**config.mk**
```make
export PLATFORM = sky130hd
export DESIGN_NAME = pusch_pingpong_reader_flat
export DESIGN_NICKNAME = d
export VERILOG_FILES = /design/src/rtl/pusch_pingpong_reader_if.sv /design/src/rtl/pusch_pingpong_reader.sv /design/src/flat_wrapper.sv
export SDC_FILE = /design/constraint.sdc
export NUM_CORES = 1
export LEC_CHECK = 0
export ABC_AREA = 1
export BUFFER_PORTS_ARGS = -buffer_cell sky130_fd_sc_hd__buf_4
export CAP_MARGIN = 25
export CORE_ASPECT_RATIO = 1.1
export CORE_MARGIN = 2
export CORE_UTILIZATION = 28
export CTS_BUF_LIST = sky130_fd_sc_hd__clkbuf_8 sky130_fd_sc_hd__clkbuf_16
export CTS_CLUSTER_SIZE = 25
export DETAILED_ROUTE_END_ITERATION = 12
export SLEW_MARGIN = 10
export SYNTH_ARGS = -nofsm -noshare
export SYNTH_HDL_FRONTEND = slang
export SYNTH_SLANG_ARGS = --single-unit
```
**constraint.sdc**
```tcl
create_clock -name CLK_PP -period 5.1 [get_ports CLK_PP]
set_input_delay 1.02 -clock CLK_PP [delete_from_list [all_inputs] [get_ports CLK_PP]]
set_output_delay 1.02 -clock CLK_PP [all_outputs]
set_load 0.03 [all_outputs]
```
**src/rtl/pusch_pingpong_reader_if.sv**
```systemverilog
// rtl/pusch_pingpong_reader_if.sv - buffer-read, bank-control and symbol-stream bundle of the PUSCH ping-pong reader
interface pusch_pingpong_reader_if #(
  parameter int LUT_WIDTH  = 18,
  parameter int ADDR_WIDTH = 11
);
  // writer side: frame-complete descriptor
  logic                         Switch_In;
  logic [ADDR_WIDTH-1:0]        Sym_Count_In;
  // symbol buffer read port
  logic signed [LUT_WIDTH-1:0]  Rd_Data_I;
  logic signed [LUT_WIDTH-1:0]  Rd_Data_Q;
  logic                         Rd_En;
  logic [ADDR_WIDTH-1:0]        Rd_Addr;
  // bank arbitration
  logic                         Wr_Bank;
  logic                         Rd_Bank;
  // output symbol stream
  logic signed [LUT_WIDTH-1:0]  Out_I;
  logic signed [LUT_WIDTH-1:0]  Out_Q;
  logic                         Out_Valid;
  logic                         Out_Ready;
  logic                         Out_First;
  logic                         Out_Last;
  // status
  logic                         Busy;
  logic                         Overrun;

  // the reader drives bank control, the read port and the stream
  modport master (
    input  Switch_In, Sym_Count_In, Rd_Data_I, Rd_Data_Q, Out_Ready,
    output Wr_Bank, Rd_Bank, Rd_En, Rd_Addr,
    output Out_I, Out_Q, Out_Valid, Out_First, Out_Last, Busy, Overrun
  );

  // the environment: writer, buffer and downstream consumer
  modport slave (
    output Switch_In, Sym_Count_In, Rd_Data_I, Rd_Data_Q, Out_Ready,
    input  Wr_Bank, Rd_Bank, Rd_En, Rd_Addr,
    input  Out_I, Out_Q, Out_Valid, Out_First, Out_Last, Busy, Overrun
  );
endinterface

```
**src/rtl/pusch_pingpong_reader.sv**
```systemverilog
// rtl/pusch_pingpong_reader.sv - reads a completed PUSCH frame from the idle bank and streams it with valid/ready
module pusch_pingpong_reader #(
  parameter int LUT_WIDTH  = 18,
  parameter int ADDR_WIDTH = 11,
  parameter int MAX_SYM    = 1200
) (
  input  logic                    CLK_PP,
  input  logic                    RST_PP,
  pusch_pingpong_reader_if.master pp
);

  localparam logic [1:0] S_IDLE  = 2'd0;
  localparam logic [1:0] S_READ  = 2'd1;
  localparam logic [1:0] S_DRAIN = 2'd2;

  localparam logic [ADDR_WIDTH-1:0] MAX_N = ADDR_WIDTH'(MAX_SYM);

  // control state
  logic [1:0]            r_state;
  logic                  r_wr_bank;
  logic                  r_rd_bank;
  logic [ADDR_WIDTH-1:0] r_n;
  logic [ADDR_WIDTH-1:0] r_addr;
  logic                  r_overrun;

  // read issued last cycle; its data is on Rd_Data this cycle
  logic                  r_pend;
  logic                  r_pend_first;
  logic                  r_pend_last;

  // 2-entry output skid FIFO
  logic signed [LUT_WIDTH-1:0] r_fifo_i [2];
  logic signed [LUT_WIDTH-1:0] r_fifo_q [2];
  logic                        r_fifo_first [2];
  logic                        r_fifo_last [2];
  logic                        r_wr_ptr;
  logic                        r_rd_ptr;
  logic [1:0]                  r_cnt;

  logic                  w_busy;
  logic                  w_out_valid;
  logic                  w_pop;
  logic                  w_last_hs;
  logic [ADDR_WIDTH-1:0] w_sym_n;
  logic                  w_accept;
  logic                  w_start;
  logic                  w_overrun_ev;
  logic [1:0]            w_cnt_eff;
  logic [1:0]            w_occ;
  logic                  w_issue;
  logic                  w_issue_last;

  assign w_busy      = (r_state != S_IDLE);
  assign w_out_valid = (r_cnt != 2'd0);
  assign w_pop       = w_out_valid & pp.Out_Ready;

  // the final symbol leaving the FIFO frees the reader for the next frame in the same cycle
  assign w_last_hs   = w_pop & r_fifo_last[r_rd_ptr] & (r_state == S_DRAIN);

  assign w_sym_n      = (pp.Sym_Count_In > MAX_N) ? MAX_N : pp.Sym_Count_In;
  assign w_accept     = pp.Switch_In & (~w_busy | w_last_hs);
  assign w_start      = w_accept & (w_sym_n != '0);
  assign w_overrun_ev = pp.Switch_In & w_busy & ~w_last_hs;

  // A slot being popped this cycle is free by the time a new read's data lands,
  // which is what lets a 2-entry FIFO sustain one symbol per cycle.
  assign w_cnt_eff    = r_cnt - {1'b0, w_pop};
  assign w_occ        = w_cnt_eff + {1'b0, r_pend};
  assign w_issue      = (r_state == S_READ) & (w_occ < 2'd2);
  assign w_issue_last = w_issue & (r_addr == (r_n - 1'b1));

  // frame FSM: IDLE -> READ -> DRAIN -> IDLE, or straight back to READ on a back-to-back frame
  always_ff @(posedge CLK_PP) begin
    if (RST_PP) begin
      r_state <= S_IDLE;
    end else begin
      case (r_state)
        S_IDLE: begin
          if (w_start) r_state <= S_READ;
        end
        S_READ: begin
          if (w_issue_last) r_state <= S_DRAIN;
        end
        S_DRAIN: begin
          if (w_last_hs) r_state <= w_start ? S_READ : S_IDLE;
        end
        default: r_state <= S_IDLE;
      endcase
    end
  end

  // bank arbitration: writer bank flips on every switch, read bank follows only on an accepted frame
  always_ff @(posedge CLK_PP) begin
    if (RST_PP) begin
      r_wr_bank <= 1'b0;
      r_rd_bank <= 1'b0;
      r_n       <= '0;
    end else begin
      if (pp.Switch_In) r_wr_bank <= ~r_wr_bank;
      if (w_start) begin
        r_rd_bank <= r_wr_bank;
        r_n       <= w_sym_n;
      end
    end
  end

  // read address: restart at 0 per frame, stop on N-1 so it never wraps or overshoots
  always_ff @(posedge CLK_PP) begin
    if (RST_PP) begin
      r_addr <= '0;
    end else if (w_start) begin
      r_addr <= '0;
    end else if (w_issue & ~w_issue_last) begin
      r_addr <= r_addr + 1'b1;
    end
  end

  // sticky overrun on a descriptor that arrives while a frame is still in progress
  always_ff @(posedge CLK_PP) begin
    if (RST_PP) begin
      r_overrun <= 1'b0;
    end else if (w_overrun_ev) begin
      r_overrun <= 1'b1;
    end
  end

  // carry first/last tags alongside the in-flight read so they meet their data at the FIFO
  always_ff @(posedge CLK_PP) begin
    if (RST_PP) begin
      r_pend       <= 1'b0;
      r_pend_first <= 1'b0;
      r_pend_last  <= 1'b0;
    end else begin
      r_pend       <= w_issue;
      r_pend_first <= w_issue & (r_addr == '0);
      r_pend_last  <= w_issue_last;
    end
  end

  // skid FIFO: capture buffer data one cycle after the read, pop on handshake
  always_ff @(posedge CLK_PP) begin
    if (RST_PP) begin
      r_fifo_i[0]     <= '0;
      r_fifo_i[1]     <= '0;
      r_fifo_q[0]     <= '0;
      r_fifo_q[1]     <= '0;
      r_fifo_first[0] <= 1'b0;
      r_fifo_first[1] <= 1'b0;
      r_fifo_last[0]  <= 1'b0;
      r_fifo_last[1]  <= 1'b0;
      r_wr_ptr        <= 1'b0;
      r_rd_ptr        <= 1'b0;
      r_cnt           <= 2'd0;
    end else begin
      if (r_pend) begin
        r_fifo_i[r_wr_ptr]     <= pp.Rd_Data_I;
        r_fifo_q[r_wr_ptr]     <= pp.Rd_Data_Q;
        r_fifo_first[r_wr_ptr] <= r_pend_first;
        r_fifo_last[r_wr_ptr]  <= r_pend_last;
        r_wr_ptr               <= ~r_wr_ptr;
      end
      if (w_pop) r_rd_ptr <= ~r_rd_ptr;
      r_cnt <= r_cnt + {1'b0, r_pend} - {1'b0, w_pop};
    end
  end

  assign pp.Wr_Bank   = r_wr_bank;
  assign pp.Rd_Bank   = r_rd_bank;
  assign pp.Rd_En     = w_issue;
  assign pp.Rd_Addr   = r_addr;
  assign pp.Out_I     = r_fifo_i[r_rd_ptr];
  assign pp.Out_Q     = r_fifo_q[r_rd_ptr];
  assign pp.Out_Valid = w_out_valid;
  assign pp.Out_First = r_fifo_first[r_rd_ptr];
  assign pp.Out_Last  = r_fifo_last[r_rd_ptr];
  assign pp.Busy      = w_busy;
  assign pp.Overrun   = r_overrun;

endmodule
```
**src/flat_wrapper.sv**
```systemverilog
// flat-port wrapper written by rule: the top's interface ports become plain ports
module pusch_pingpong_reader_flat 
#(
  parameter int LUT_WIDTH  = 18,
  parameter int ADDR_WIDTH = 11,
  parameter int MAX_SYM    = 1200
)
  (CLK_PP, RST_PP, pp_Switch_In, pp_Sym_Count_In, pp_Rd_Data_I, pp_Rd_Data_Q, pp_Out_Ready, pp_Wr_Bank, pp_Rd_Bank, pp_Rd_En, pp_Rd_Addr, pp_Out_I, pp_Out_Q, pp_Out_Valid, pp_Out_First, pp_Out_Last, pp_Busy, pp_Overrun);
  pusch_pingpong_reader_if #(.LUT_WIDTH(LUT_WIDTH), .ADDR_WIDTH(ADDR_WIDTH)) pp_i ();
  input  logic CLK_PP;
  input  logic RST_PP;
  input wire logic [$bits(pp_i.Switch_In)-1:0] pp_Switch_In;
  input wire logic [$bits(pp_i.Sym_Count_In)-1:0] pp_Sym_Count_In;
  input wire logic [$bits(pp_i.Rd_Data_I)-1:0] pp_Rd_Data_I;
  input wire logic [$bits(pp_i.Rd_Data_Q)-1:0] pp_Rd_Data_Q;
  input wire logic [$bits(pp_i.Out_Ready)-1:0] pp_Out_Ready;
  output wire logic [$bits(pp_i.Wr_Bank)-1:0] pp_Wr_Bank;
  output wire logic [$bits(pp_i.Rd_Bank)-1:0] pp_Rd_Bank;
  output wire logic [$bits(pp_i.Rd_En)-1:0] pp_Rd_En;
  output wire logic [$bits(pp_i.Rd_Addr)-1:0] pp_Rd_Addr;
  output wire logic [$bits(pp_i.Out_I)-1:0] pp_Out_I;
  output wire logic [$bits(pp_i.Out_Q)-1:0] pp_Out_Q;
  output wire logic [$bits(pp_i.Out_Valid)-1:0] pp_Out_Valid;
  output wire logic [$bits(pp_i.Out_First)-1:0] pp_Out_First;
  output wire logic [$bits(pp_i.Out_Last)-1:0] pp_Out_Last;
  output wire logic [$bits(pp_i.Busy)-1:0] pp_Busy;
  output wire logic [$bits(pp_i.Overrun)-1:0] pp_Overrun;
  assign pp_i.Switch_In = pp_Switch_In;
  assign pp_i.Sym_Count_In = pp_Sym_Count_In;
  assign pp_i.Rd_Data_I = pp_Rd_Data_I;
  assign pp_i.Rd_Data_Q = pp_Rd_Data_Q;
  assign pp_i.Out_Ready = pp_Out_Ready;
  assign pp_Wr_Bank = pp_i.Wr_Bank;
  assign pp_Rd_Bank = pp_i.Rd_Bank;
  assign pp_Rd_En = pp_i.Rd_En;
  assign pp_Rd_Addr = pp_i.Rd_Addr;
  assign pp_Out_I = pp_i.Out_I;
  assign pp_Out_Q = pp_i.Out_Q;
  assign pp_Out_Valid = pp_i.Out_Valid;
  assign pp_Out_First = pp_i.Out_First;
  assign pp_Out_Last = pp_i.Out_Last;
  assign pp_Busy = pp_i.Busy;
  assign pp_Overrun = pp_i.Overrun;
  pusch_pingpong_reader #(.LUT_WIDTH(LUT_WIDTH), .ADDR_WIDTH(ADDR_WIDTH), .MAX_SYM(MAX_SYM)) u_core (.CLK_PP(CLK_PP), .RST_PP(RST_PP), .pp(pp_i));
endmodule
```
---- After elaboration in Yosys (flattened, before gate mapping) ----
Memory sizes are Yosys's and may differ from the RTL's. A register that Yosys moved wholly into a read port is not among the register bits.
Cells that the tools add are included.
storage, ports and cells
  logic and storage cells ................. 90
  memories kept ........................... 4
  input bits .............................. 51
  RAM bits ................................ 76
  register bits after elaboration ......... 34
operators by class
  $add $sub $neg .......................... 6
  equal/unequal tests ..................... 6
  reduce and logical (&&, ||, !) cells .... 11
  multiplexer cells ....................... 31
  bitwise logic cells ..................... 18
  order comparisons ....................... 2
memories
  name                 words  width  read ports  clocked after memory_dff  write ports  line                         RTL
  u_core.r_fifo_i      2      18     1           1                         2            pusch_pingpong_reader.sv:32  logic signed [LUT_WIDTH-1:0] r_fifo_i [2];
  u_core.r_fifo_q      2      18     1           1                         2            pusch_pingpong_reader.sv:33  logic signed [LUT_WIDTH-1:0] r_fifo_q [2];
  u_core.r_fifo_first  2      1      1           1                         2            pusch_pingpong_reader.sv:34  logic r_fifo_first [2];
  u_core.r_fifo_last   2      1      1           1                         2            pusch_pingpong_reader.sv:35  logic r_fifo_last [2];
operators with widths
  kind                     number
  $mux W18                 2
  $reduce_or A18 Y1        2
  $mux W1                  24
  $add A11 B1 Y11 const B  1
  $and A1 B1 Y1            11
  $eq A11 B11 Y1           1
  $gt A11 B11 Y1 const B   1
  $logic_not A11 Y1        1
  $mux W11                 1
  $reduce_bool A11 Y1      1
  $sub A11 B1 Y11 const B  1
  $mux W2                  3
  $ne A2 B1 Y1 const B     3
  $not A1 Y1               6
  $pmux W2 S3              1
  $add A2 B1 Y2            2
  $reduce_bool A2 Y1       2
  $sub A2 B1 Y2            2
  $reduce_and A3 Y1        1
  $eq A2 B1 Y1 const B     1
  $eq A2 B2 Y1 const B     1
  $logic_not A2 Y1         1
  $lt A2 B2 Y1 const B     1
  $reduce_or A1 Y1         2
  other kinds (2)          2

---- Logic depth before layout (Yosys ltp) ----
Gate-level depths: netlist of run 1.
  depth after elaboration ................. 10
  depth in mapped cells ................... 15
  mapped depth without buffers ............ 14

---- Worst setup path before layout of run 1 ----
No wires, ideal clock.
  path type ............................... input to output
  start point ............................. in pp_Out_Ready
  end point ............................... out pp_Rd_En
  data required time ...................... 4.080 ns
  buffers on the path ..................... 1
  stages on the path ...................... 9
  arrival ................................. 2.296 ns
  path slack .............................. 1.784 ns
  cells stage by stage .................... nand2_1 -> inv_2 -> ha_1 -> inv_1 -> ha_1 -> xor2_1 -> inv_1 -> nor2_2 -> buf_4
between the ends
  cells in the longest elaborated chain, start to end .. 5
RTL lines
  what                    line                         RTL
  start, declared         flat_wrapper.sv:16           input wire logic [$bits(pp_i.Out_Ready)-1:0] pp_Out_Ready;
  $and A1 B1 Y1           pusch_pingpong_reader.sv:55  assign w_pop = w_out_valid & pp.Out_Ready;
  named net u_core.w_pop  pusch_pingpong_reader.sv:42  logic w_pop;
  $sub A2 B1 Y2           pusch_pingpong_reader.sv:67  assign w_cnt_eff = r_cnt - {1'b0, w_pop};
  $add A2 B1 Y2           pusch_pingpong_reader.sv:68  assign w_occ = w_cnt_eff + {1'b0, r_pend};
  $lt A2 B2 Y1            pusch_pingpong_reader.sv:69  assign w_issue = (r_state == S_READ) & (w_occ < 2'd2);
  $and A1 B1 Y1           pusch_pingpong_reader.sv:69
  end, declared           flat_wrapper.sv:19           output wire logic [$bits(pp_i.Rd_En)-1:0] pp_Rd_En;
The timed path passes the listed nets, and every way through them passes these cells.

---- Worst setup path in the final report of run 1 ----
Ends and elaborated chain as after synthesis.

==> results by stage, run 1 <==
Global routing:
- The global-route total usage across every layer is 0.1221.
- The number of global-route vias before repair is 4008.
- Entering global routing, the biggest net connects 40 pins.
- The first-pass GRT wire length is 19730 µm.
- The number of antenna violations at the first check in global routing was 0.
- Summed over all layers, the global routing overflow is 0.

Die:
- In this run the count of I/O pins placed on the die edge is 106.
- The total area inside the core boundary comes to 0.01916 mm².
- The floorplan has 53 rows.
- The chip height is 151.0 µm.
- The floorplan die area is 0.02079 mm².
- The initial core utilization is 0.2871.
- The x dimension of the die is 137.7 µm.

Yosys:
- Yosys instantiated no cell more often than sky130_fd_sc_hd__nor2_1.
- The mean post-synth cell area is 9.390 µm².
- The number of distinct library cells after synthesis is 35.
- The post-synth design cell area is 0.005503 mm².
- For this run, the register share of the synthesized area comes to 0.5421.
- The largest area contributor in the synthesized netlist is sky130_fd_sc_hd__edfxtp_1.
- In the synthesized netlist the dominant register cell turns out to be sky130_fd_sc_hd__edfxtp_1.
- Yosys attributes the largest share of cell area to sky130_fd_sc_hd__edfxtp_1, sky130_fd_sc_hd__dfxtp_1, sky130_fd_sc_hd__mux2_2.
- Counting flops with a built-in enable in the synthesized netlist gives 76.
- The number of warning messages in the yosys log is 0.
- The async set-reset flop share out of synthesis is 0.
- The commonest cells after synthesis are sky130_fd_sc_hd__nor2_1, sky130_fd_sc_hd__nand2_1, sky130_fd_sc_hd__inv_1.
- Of the post-synthesis cell area, the dominant cell type holds 0.4147.
- The total nets after synthesis is 642.
- Synthesis produced 586 cells.
- The synthesized design contains 111 register bits.

Routing:
- The via-per-instance ratio is 4.393.
- In the routed design, unresolved DRC markers number 0.
- The routed design has 12300 µm of wire.
- The first detailed-routing pass took 4 iterations.
- After the first detailed-routing iteration, the DRC count stood at 188.
- Once detail routing completed, the nets flagged for antenna violations numbered 0.
- After detailed routing, the average wire length per cell comes to 13.07 µm.
- For this block, the via count after detailed routing is 4134.

Cells and area:
- Counting the fill cells in the layout gives 1972.
- For this run, the post-layout net count is 745.
- From synthesis to final layout, the design area changed by 24.83%.
- The core occupancy in the finished layout is 0.3584.
- Of the cells placed in the final design, the portion with a size suffix greater than 1 is 0.3156.
- The number of antenna diodes in the final layout is 0.

STA:
- The final critical-path required period is 3.551 ns.
- At the pin with the least slew margin, the transition time is 0.9662 ns.
- The clock skew is 0.007363 ns.
- The final hold violation count was 0.
- The number of slew-limit violations in the final report is 0.
- Setup violations remaining at the end of the flow were counted as 0.
- Adding up every negative setup slack in the final design gives 0 ns.
- Setup repair after global routing left no endpoint under its margin.
- For this run, the top clock speed supported by timing is 0.2816 GHz.
- Of the available clock period, the critical path in the final layout requires 0.6962.
- The worst relative slew slack is 0.3536.

Flow run:
- The number of maximum-capacitance violations is 0.

Power and ir drop:
- The proportion of total power due to net switching is 0.3311.
- The worst supply voltage drop on vdd is 0.1679 mV.
- Summed over all nets, the switching power comes to 0.8531 mW.
- The share of power burned in registers is 0.419.
- The share of total power dissipated in combinational logic is 0.296.
- The analysis attributes to cell leakage a power of 3.045 nW.
- Cell internal power was estimated by the tool at 1.723 mW.
- The power density of the placed cells is 375.0 mW/mm².
- The sum of internal, switching and leakage power is 2.576 mW.
- The proportion of power drawn by the clock network is 0.285.

Clocking:
- After clock tree synthesis, the clock-pin slew on the worst setup and hold paths is 0.08 ns.
- The clock net in this run drives a total of 111 sinks.
- Hold repair after CTS inserted 0 buffers.
- TritonCTS built the clock tree.
- The root buffer cell chosen for the clock tree is sky130_fd_sc_hd__clkbuf_16.
- The post-CTS repair timing setup buffer count is 0.
- Once the clock tree was built, the resizer swapped 0 gates to a different size.
- The clock reaches the later pin of the worst-skew pair after 0.35 ns.
- The largest buffer count on any clock path is 2.
- The total number of H-tree levels is 3.
- The total clock buffers created by CTS is 9.

Setup path:
- The data arrival time at the worst-slack endpoint is 2.53 ns.
- The kind of launch point of the worst setup path is a primary input.
- Along the worst path, the maximum fanout reaches 15.
- The critical path is of the primary input to output pin type.
- The critical path endpoint category is an output pin.
- For the worst setup path, the data required time is 4.08 ns.

Status:
- The flow ran to the end, and the final reports show no timing, DRC or antenna violations.

Worst hold path:
- The worst hold path class is register to register.

Placed design:
- Once detailed placement completed, the half-perimeter wirelength came to 8573 µm.
- The congestion estimate from routability-driven global placement came to 0.7904.
- During placement, the flow inserted port buffers numbering 105.
power by group through the flow:
stage	Sequential [mW]	Clock, mW	Combinational (mW)
after global routing	1.09	0.793	0.838
final	1.08	0.734	0.762
after detailed placement	1.11	0	0.768
after global placement	1.10	0	0.767
after floorplan	1.09	0	0.545
after CTS	1.09	0.751	0.771
final timing paths:
kind | startpoint | to | slack [ns] | depth (start not counted)
max | pp_Out_Ready | pp_Rd_En | 1.55 | 11
min | u_core.r_rd_ptr$_SDFFE_PP0P_ | u_core.r_rd_ptr$_SDFFE_PP0P_ | 0.46 | 1
max reg2reg | register | u_core.r_n[7]$_SDFFE_PP0P_ | 2.73 | 10
min reg2reg | u_core.r_rd_ptr$_SDFFE_PP0P_ | u_core.r_rd_ptr$_SDFFE_PP0P_ | 0.46 | 1
critical path: stages:
cell and delay [ns]:
sky130_fd_sc_hd__buf_4 0.11, sky130_fd_sc_hd__nand2_1 0.07, sky130_fd_sc_hd__inv_2 0.05, sky130_fd_sc_hd__ha_1 0.27, sky130_fd_sc_hd__inv_1 0.04, sky130_fd_sc_hd__ha_1 0.17
sky130_fd_sc_hd__xor2_1 0.20, sky130_fd_sc_hd__inv_1 0.08, sky130_fd_sc_hd__nor2_2 0.08, sky130_fd_sc_hd__buf_4 0.23, sky130_fd_sc_hd__buf_4 0.20
cells in the final DEF (no fill, tap or decap), types with 6 or more instances in the layout:
cell type / Yosys / layout
sky130_fd_sc_hd__a21oi_1: 7 / 7
sky130_fd_sc_hd__a21oi_2: 10 / 10
sky130_fd_sc_hd__buf_4: 3 / 109
sky130_fd_sc_hd__clkbuf_16: 0 / 9
sky130_fd_sc_hd__dfxtp_1: 35 / 34
sky130_fd_sc_hd__edfxtp_1: 76 / 76
sky130_fd_sc_hd__inv_1: 78 / 78
sky130_fd_sc_hd__inv_2: 6 / 6
sky130_fd_sc_hd__mux2_2: 38 / 38
sky130_fd_sc_hd__nand2_1: 87 / 85
sky130_fd_sc_hd__nand2_2: 17 / 19
sky130_fd_sc_hd__nand3_1: 34 / 33
sky130_fd_sc_hd__nand4_1: 7 / 7
sky130_fd_sc_hd__nor2_1: 104 / 104
sky130_fd_sc_hd__nor2_2: 8 / 8
sky130_fd_sc_hd__nor3_1: 9 / 9
sky130_fd_sc_hd__o21ai_0: 15 / 15
sky130_fd_sc_hd__xor2_1: 9 / 9
registers in the layout, indices dropped and copies added (netlist names), 2 cells and up, named ones only:
register	count
u_core.r_fifo_q	36
u_core.r_fifo_i	36
u_core.r_cnt	2
u_core.pp.Rd_Addr	11
u_core.r_fifo_first	2
u_core.r_state	2
u_core.r_fifo_last	2
u_core.r_n	11
metal layers:
layer / vias up / global-route usage / part of all wire
met4: 0 / 0.03196 / 0.011
met3: 12 / 0.02644 / 0.048
met5: - / 0 / 0
li1: 2101 / - / -
met1: 1937 / 0.1485 / 0.44
met2: 84 / 0.2174 / 0.50
final cells by class:
cell class	instances	area, µm²	share of cell area
clock buffers	9	225.2	0.03279
clock inverters	7	82.58	0.01202
inverters	84	315.3	0.04590
multi-input cells	373	2115	0.3078
flip-flops and latches	111	2984	0.4344
well taps	247	309.0	0.04499
repair buffers	110	838.3	0.1220
cell families (layout without fill, tap and decap cells):
kind of cell | count (synthesis) | in the layout | share of synthesized area
xor gates and xnor gates | 14 | 14 | 0.02228
AOI/OAI and AO/OA | 35 | 35 | 0.04047
buffers and inverters | 102 | 210 | 0.07549
DFF | 111 | 111 | 0.5421
muxes | 38 | 38 | 0.07776
adders and majority gates | 5 | 5 | 0.01137
and+or+nand+nor | 281 | 281 | 0.2306
stage by stage:
step / cell area, µm² / hold WS, ns / worst slack (ns) / cells
2_1_floorplan: 5503 / 0.4250 / 1.784 / 586
3_3_place_gp: 6541 / 0.4466 / 1.556 / 924
3_5_place_dp: 6541 / 0.4405 / 1.555 / 924
4_1_cts: 6849 / 0.4610 / 1.543 / 940
5_1_grt: 6869 / 0.4722 / 1.428 / 941
6_report: 6869 / 0.4601 / 1.549 / 941
No activity file was read; power rests on OpenSTA's default activity.
==> inputs of run 2 (changes only) <==
==> constraint.sdc (replaced) <==
create_clock -name CLK_PP -period 3.6 [get_ports CLK_PP]
set_input_delay 0.72 -clock CLK_PP [delete_from_list [all_inputs] [get_ports CLK_PP]]
set_output_delay 0.72 -clock CLK_PP [all_outputs]
set_load 0.03 [all_outputs]
==> run 2 against run 1 <==
Combinational power up 43%. Sequential power grew 40%. Die area did not move. Clock-buffer cell count unchanged. Flip-flop and latch count unchanged. Largest power group unchanged. Setup slack got worse by 0.84 ns.
==> results by stage, run 2 (synthesized netlist as in run 1, its figures left out) <==
Global routing:
- The number of antenna violations at the first check in global routing is 0.
- Entering global routing, the biggest net connects 40 pins.
- The number of global-route vias before repair came to 4067.
- The global-route total usage across every layer is 0.1234.
- Global routing finished with a remaining overflow of 0.
- The first global-routing pass estimated 19870 µm of wire.

Cells and area:
- The largest registers in the layout are u_core.r_fifo_i (36), u_core.r_fifo_q (36).
- Compared with the post-synthesis result, the final layout area differs by 24.76%.
- The number of antenna cells inserted is 0.
- The commonest non-fill, non-tap cell in the layout is sky130_fd_sc_hd__buf_4.
- Leaving out fill and tap cells, the most frequent cells in the layout are sky130_fd_sc_hd__buf_4, sky130_fd_sc_hd__nor2_1, sky130_fd_sc_hd__nand2_1, sky130_fd_sc_hd__inv_1, sky130_fd_sc_hd__edfxtp_1.
- The total number of nets in the final design is 746.
- The number of fillers in the final layout is 1957.
- The layout cell share with drive strength beyond 1 is 0.3165.
- For this run, the share of the core covered by cells in the final layout is 0.3582.

Routing:
- The number of nets with antenna violations after detailed routing is 0.
- For this block, the initial DRC count from the detailed router was 144.
- The final layout contains routed wiring with a total length of 12310 µm.
- The routed wirelength normalized by instance count is 13.07 µm.
- In the routed design, unresolved DRC markers number 0.
- The via-per-instance ratio is 4.367.
- The final route contains 4114 vias.
- The first detailed-routing pass took 4 iterations.

Power and ir drop:
- The power density of the placed cells is 530.5 mW/mm².
- The power spent charging and discharging nets is 1.204 mW.
- The share of power burned in registers is 0.415.
- The proportion of power drawn by the clock network is 0.285.
- The static power due to leakage is 3.042 nW.
- Of the total power, the share spent switching nets is 0.3305.
- The internal power of the cells totals 2.438 mW.
- Of the total power, combinational logic draws 0.300.
- Across the VDD grid, the largest voltage drop is 0.2910 mV.

Die:
- The total core area is 0.01916 mm².
- The x dimension of the die is 137.7 µm.
- The initial core utilization is 0.2871.
- The row count is 53.
- The die covers 0.02079 mm².
- The chip height is 151.0 µm.
- For this design the top-level I/O count stands at 106.

Setup path:
- Measured in cells, the most critical reg-to-reg path has a length of 13.
- The kind of launch point of the worst setup path is a register.
- The critical path is of the register to output pin type.
- The cell with the largest stage delay on the worst path is sky130_fd_sc_hd__dfxtp_1.
- The data required time of the critical path is 2.88 ns.
- The peak fanout along the critical path is 5.
- On the worst path, the slowest cell contributes a delay of 0.32 ns.
- The worst path buffer plus inverter count is 4.
- The critical path goes through or2_1 -> nand2_1 -> inv_2 -> ha_1 -> inv_1 -> ha_1 -> xor2_1 -> inv_1 -> nor2_2 -> buf_4.
- Broken down by cell family, the worst path's largest delay share belongs to simple AND/OR/NAND/NOR gates.
- The data arrival time at the worst-slack endpoint is 2.17 ns.
- The worst setup path is captured at an output pin.
- The path length in cells of the critical path is 10.

STA:
- The summed negative setup slack over all endpoints is 0 ns.
- Setup repair after global routing left no endpoint under its margin.
- The number of slew-limit violations in the final report is 0.
- For the finished layout, the period the worst path requires is 2.894 ns.
- The final hold violation count is 0.
- For the pin with the worst max-slew slack, the measured transition is 0.8138 ns.
- The worst relative slew slack is 0.4562.
- Across the routed clock network, the largest skew measured is 0.008655 ns.
- Timing would allow up to 0.3455 GHz.
- Setup violations remaining at the end of the flow were counted as 0.
- In the finished design, the share of the clock period the worst path needs comes to 0.8040.

Flow run:
- The number of maximum-capacitance violations is 0.

Status:
- The run finished with clean final reports.

Clocking:
- The clock passes through at most 2 buffers.
- The total clock buffers created by CTS is 9.
- The clock-pin slew reported for the worst setup and hold paths after clock tree synthesis is 0.08 ns.
- The sink count of the clock tree is 111.
- Gates resized during post-CTS repair numbered 0.
- The number of hold buffers added after CTS was 0.
- The H-tree was split into 3 levels.
- TritonCTS built the clock tree.
- For the worst-skew pair, the clock arrives at the later sink with an insertion delay of 0.35 ns.
- The post-CTS repair timing setup buffer count is 0.
- The root buffer cell is sky130_fd_sc_hd__clkbuf_16.

Worst hold path:
- The worst hold path class is register to register.
- Along the worst hold path, the cell count comes to 1.

Placed design:
- At the end of routability-driven placement, the weighted congestion stood at 0.8210.
- The estimated wirelength of the detail-placed design is 8598 µm.
- The count of buffers added on input and output ports is 105.
==> run 2: cell types whose count changed in the layout (fill, tap and decap cells not counted), sizes merged <==
| cell | before | now |
|---|---|---|
| buf | 110 | 111 |
| clkinvlp | 0 | 1 |
| inv | 89 | 88 |
==> run 2: cell type report <==
cell class	instances	area (µm²)	share of cell area
well taps	247	309.0	0.04502
repair buffers	111	833.3	0.1214
flip-flops and latches	111	2984	0.4347
clock inverters	7	83.83	0.01221
clock buffers	9	225.2	0.03280
multi-input cells	373	2115	0.3080
inverters	84	315.3	0.04593
==> run 2: per-layer routing <==
layer | vias to the layer above | GRT usage | part of all wire
met3 | 9 | 0.02945 | 0.055
met5 | - | 0 | 0
met2 | 93 | 0.2216 | 0.50
met4 | 0 | 0.03608 | 0.012
met1 | 1903 | 0.1452 | 0.44
li1 | 2109 | - | -
==> run 2: path summary, 6_finish.rpt <==
check                                from                                end  slack, ns
max            u_core.r_cnt[1]$_SDFF_PP0_                           pp_Rd_En       0.71
max reg2reg    u_core.r_cnt[1]$_SDFF_PP0_  u_core.pp.Rd_Addr[7]$_SDFFE_PP0P_       1.28
min          u_core.r_rd_ptr$_SDFFE_PP0P_                           register       0.45
min reg2reg  u_core.r_rd_ptr$_SDFFE_PP0P_                           register       0.45
==> run 2: metrics by stage <==
| step | area [µm²] | cells | hold slack [ns] | power [mW] | setup WS [ns] |
|---|---|---|---|---|---|
| 2_1_floorplan | 5503 | 586 | 0.4250 | 2.314 | 0.8837 |
| 3_3_place_gp | 6556 | 926 | 0.4374 | 2.650 | 0.7599 |
| 3_5_place_dp | 6556 | 926 | 0.4323 | 2.658 | 0.7830 |
| 4_1_cts | 6865 | 942 | 0.4470 | 3.710 | 0.6467 |
| 5_1_grt | 6865 | 942 | 0.4869 | 3.862 | 0.5068 |
| 6_report | 6865 | 942 | 0.4477 | 3.642 | 0.7057 |
==> run 2: power groups by stage <==
stage | clock network, mW | logic (mW) | registers, mW
3_3_place_gp | 0 | 1.11 | 1.54
4_1_cts | 1.08 | 1.12 | 1.51
5_1_grt | 1.13 | 1.20 | 1.53
2_1_floorplan | 0 | 0.772 | 1.54
3_5_place_dp | 0 | 1.11 | 1.54
6_report | 1.04 | 1.09 | 1.51
==> inputs of run 3 (changes only) <==
==> constraint.sdc (replaced) <==
create_clock -name CLK_PP -period 2.65 [get_ports CLK_PP]
set_input_delay 0.53 -clock CLK_PP [delete_from_list [all_inputs] [get_ports CLK_PP]]
set_output_delay 0.53 -clock CLK_PP [all_outputs]
set_load 0.03 [all_outputs]
==> run 3 against run 2 <==
Combinational power rose by 51%. Die area did not move. Hold slack got worse by 0.043 ns. Clock skew rose by 0.0018 ns. Clock power rose by 28%. Setup slack got worse by 0.60 ns. Core utilization rose by 0.54 points. Sequential power rose by 36%. Register-to-register slack got worse by 0.82 ns. First-iteration DRC count rose by 28%. Critical endpoint unchanged. Largest cell class unchanged. Largest power group unchanged. Highest routed layer unchanged.
==> results by stage, run 3 (synthesized netlist as in run 1, its figures left out) <==
Status:
- The run finished with clean final reports.

Global routing:
- The global-route total usage across every layer is 0.1266.
- Entering global routing, the biggest net connects 40 pins.
- The first global-routing pass estimated 20530 µm of wire.
- The number of antenna violations at the first check in global routing is 0.
- The number of global-route vias before repair is 4317.
- The aggregate global routing overflow is 0.

Routing:
- The count of nets left with antenna violations once routing finished came out at 0.
- The number of iterations in the first detailed-routing pass is 4.
- The first routing iteration left 184 violations.
- After detailed routing, the number of remaining DRC violations is 0.
- The number of vias in the routed layout is 4215.
- Using the TritonRoute via totals, the vias-per-cell ratio works out to 4.432.
- The total wire length is 12850 µm.
- Dividing the detail-routed wire length by the instance count gives 13.52 µm.

Clocking:
- The tree is rooted in a sky130_fd_sc_hd__clkbuf_16.
- Clock latency on the worst-skew pair, taken at its later pin, is 0.35 ns.
- The CTS tree is yes.
- The total clock buffers created by CTS is 9.
- CTS built an H-tree with a depth of 3.
- Clock-pin slew was measured on the worst setup and hold paths at 0.08 ns.
- The largest buffer count on any clock path is 2.
- The sink count of the clock tree is 111.

Cells and area:
- The final layout contains 755 nets.
- The top cell types in the final layout, fill and taps aside, are sky130_fd_sc_hd__buf_4, sky130_fd_sc_hd__nor2_1, sky130_fd_sc_hd__nand2_1, sky130_fd_sc_hd__inv_1, sky130_fd_sc_hd__edfxtp_1.
- The number of fillers in the final layout is 1997.
- The growth of design area from synthesis to finish is 26.63%.
- The commonest non-fill, non-tap cell in the layout is sky130_fd_sc_hd__buf_4.
- The layout cell share with drive strength beyond 1 is 0.3352.
- The number of antenna diodes in the final layout is 0.
- The final standard cell count with taps included and fillers excluded is 951.
- The largest registers in the layout are u_core.r_fifo_i (36), u_core.r_fifo_q (36).

STA:
- The worst hold slack is 0.4051 ns.
- Setup repair after global routing left no endpoint under its margin.
- At the pin with the least slew margin, the transition time is 0.5320 ns.
- The minimum setup slack in the final design is 0.1080 ns.
- Summed over all failing endpoints, the final setup total negative slack is 0 ns.
- The maximum achievable frequency is 0.3934 GHz.
- The clock skew is 0.01043 ns.
- The worst path in the final design needs a cycle of 2.542 ns, including I/O delays and setup.
- Of the available clock period, the critical path in the final layout requires 0.9593.
- The number of slew-limit violations in the final report is 0.
- Setup violations remaining at the end of the flow were counted as 0.
- The worst relative slew slack is 0.6420.
- The final hold violation count is 0.

Die:
- The number of placed I/O pins is 106.
- The initial core utilization is 0.2871.
- The x dimension of the die is 137.7 µm.
- The total core area is 0.01916 mm².
- The row count is 53.
- The floorplan step defined a die boundary enclosing 0.02079 mm².
- The chip height is 151.0 µm.

Setup path:
- The worst reg-to-reg path cell count is 13.
- The worst setup path is launched from a register.
- On the worst path, the slowest cell contributes a delay of 0.32 ns.
- The setup path with the least slack is of type register to output pin.
- At the worst endpoint, the required time is 2.12 ns.
- The cell seen most often among critical-path stages is sky130_fd_sc_hd__inv_2.
- The launching instance or port of the critical path is u_core.r_cnt[1]$_SDFF_PP0_.
- Walking the worst path, the cells encountered are or2_1 -> nand2_1 -> inv_2 -> ha_4 -> inv_2 -> ha_4 -> xor2_2 -> inv_2 -> nor2_4 -> buf_6.
- The worst setup path endpoint is pp_Rd_En.
- Together, buffers and inverters on the worst path number 4.
- The data arrival time at the worst-slack endpoint is 2.01 ns.
- The worst register-to-register path ends at u_core.pp.Rd_Addr[7]$_SDFFE_PP0P_.
- The critical path runs through a total of 10 cells.
- The slowest stage of the critical path is the sky130_fd_sc_hd__dfxtp_2 cell.
- STA classifies the critical path endpoint as an output pin.
- The startpoint of the most critical register-to-register path is u_core.r_cnt[1]$_SDFF_PP0_.
- In this design, the largest share of critical-path delay is due to simple AND/OR/NAND/NOR gates.
- Across all register-to-register paths, the minimum setup slack is 0.46 ns.
- The peak fanout along the critical path is 2.

Placed design:
- The count of input and output buffers is 105.
- The number of placed instances, taps included is 929.
- The post-placement worst setup slack is 0.2123 ns.
- The routability congestion estimate from global placement is 0.8209.
- After legalization and detailed placement, the total HPWL measured 8892 µm.

Worst hold path:
- The path class of the tightest hold or removal check is primary input to register.
- The launch point of the worst hold path is RST_PP.

Power and ir drop:
- The sum of internal, switching and leakage power is 5.044 mW.
- The worst supply voltage drop on vdd is 0.3221 mV.
- For this design the ratio of total power to cell area is 723.9 mW/mm².
- The analysis attributes to cell leakage a power of 3.083 nW.

Flow run:
- Max-cap violations in this run came to 0.
-- run 3: report_power, final --
group / switching [mW] / internal [mW]
registers: 0.0622 / 1.99
logic: 0.978 / 0.675
clock network: 0.674 / 0.660
total: 1.72 / 3.33
-- run 3: layer usage --
metal,share of wire,GRT usage,vias up
li1,-,-,2123
met1,0.44,0.1457,1989
met2,0.49,0.2308,89
met3,0.057,0.03280,14
met4,0.015,0.03402,0
met5,0,0,-
-- run 3: area by class of cell --
class / instances / area (µm²) / area share
flip-flops and latches: 111 / 2987 / 0.4286
clock buffers: 9 / 225.2 / 0.03232
repair buffers: 120 / 917.1 / 0.1316
well taps: 247 / 309.0 / 0.04435
clock inverters: 7 / 62.56 / 0.008978
inverters: 84 / 315.3 / 0.04525
multi-input cells: 373 / 2152 / 0.3089
-- run 3: worst min path at each step --
stage | to | slack (ns) | depth (start not counted)
floorplan | register | 0.43 | 1
global placement | register | 0.45 | 1
detailed placement | register | 0.43 | 1
CTS | u_core.pp.Wr_Bank$_SDFFE_PP0P_ | 0.39 | 2
global route | u_core.pp.Wr_Bank$_SDFFE_PP0P_ | 0.39 | 2
finish | u_core.pp.Wr_Bank$_SDFFE_PP0P_ | 0.41 | 2
-- run 3: repair_timing --
item / in CTS / in global routing
setup endpoints to repair: 1 / 1
gates resized for setup: 6 / 4
hold buffers: 0 / 0
pin swaps: 4 / 4
gates cloned: 0 / 0
setup buffers: 5 / 1
-- run 3: through the flow --
step	cell area [µm²]	util
6_report	6968	0.3636
5_1_grt	6968	0.3636
2_1_floorplan	5503	-
3_3_place_gp	6591	0.3439
4_1_cts	6943	0.3623
3_5_place_dp	6591	0.3439
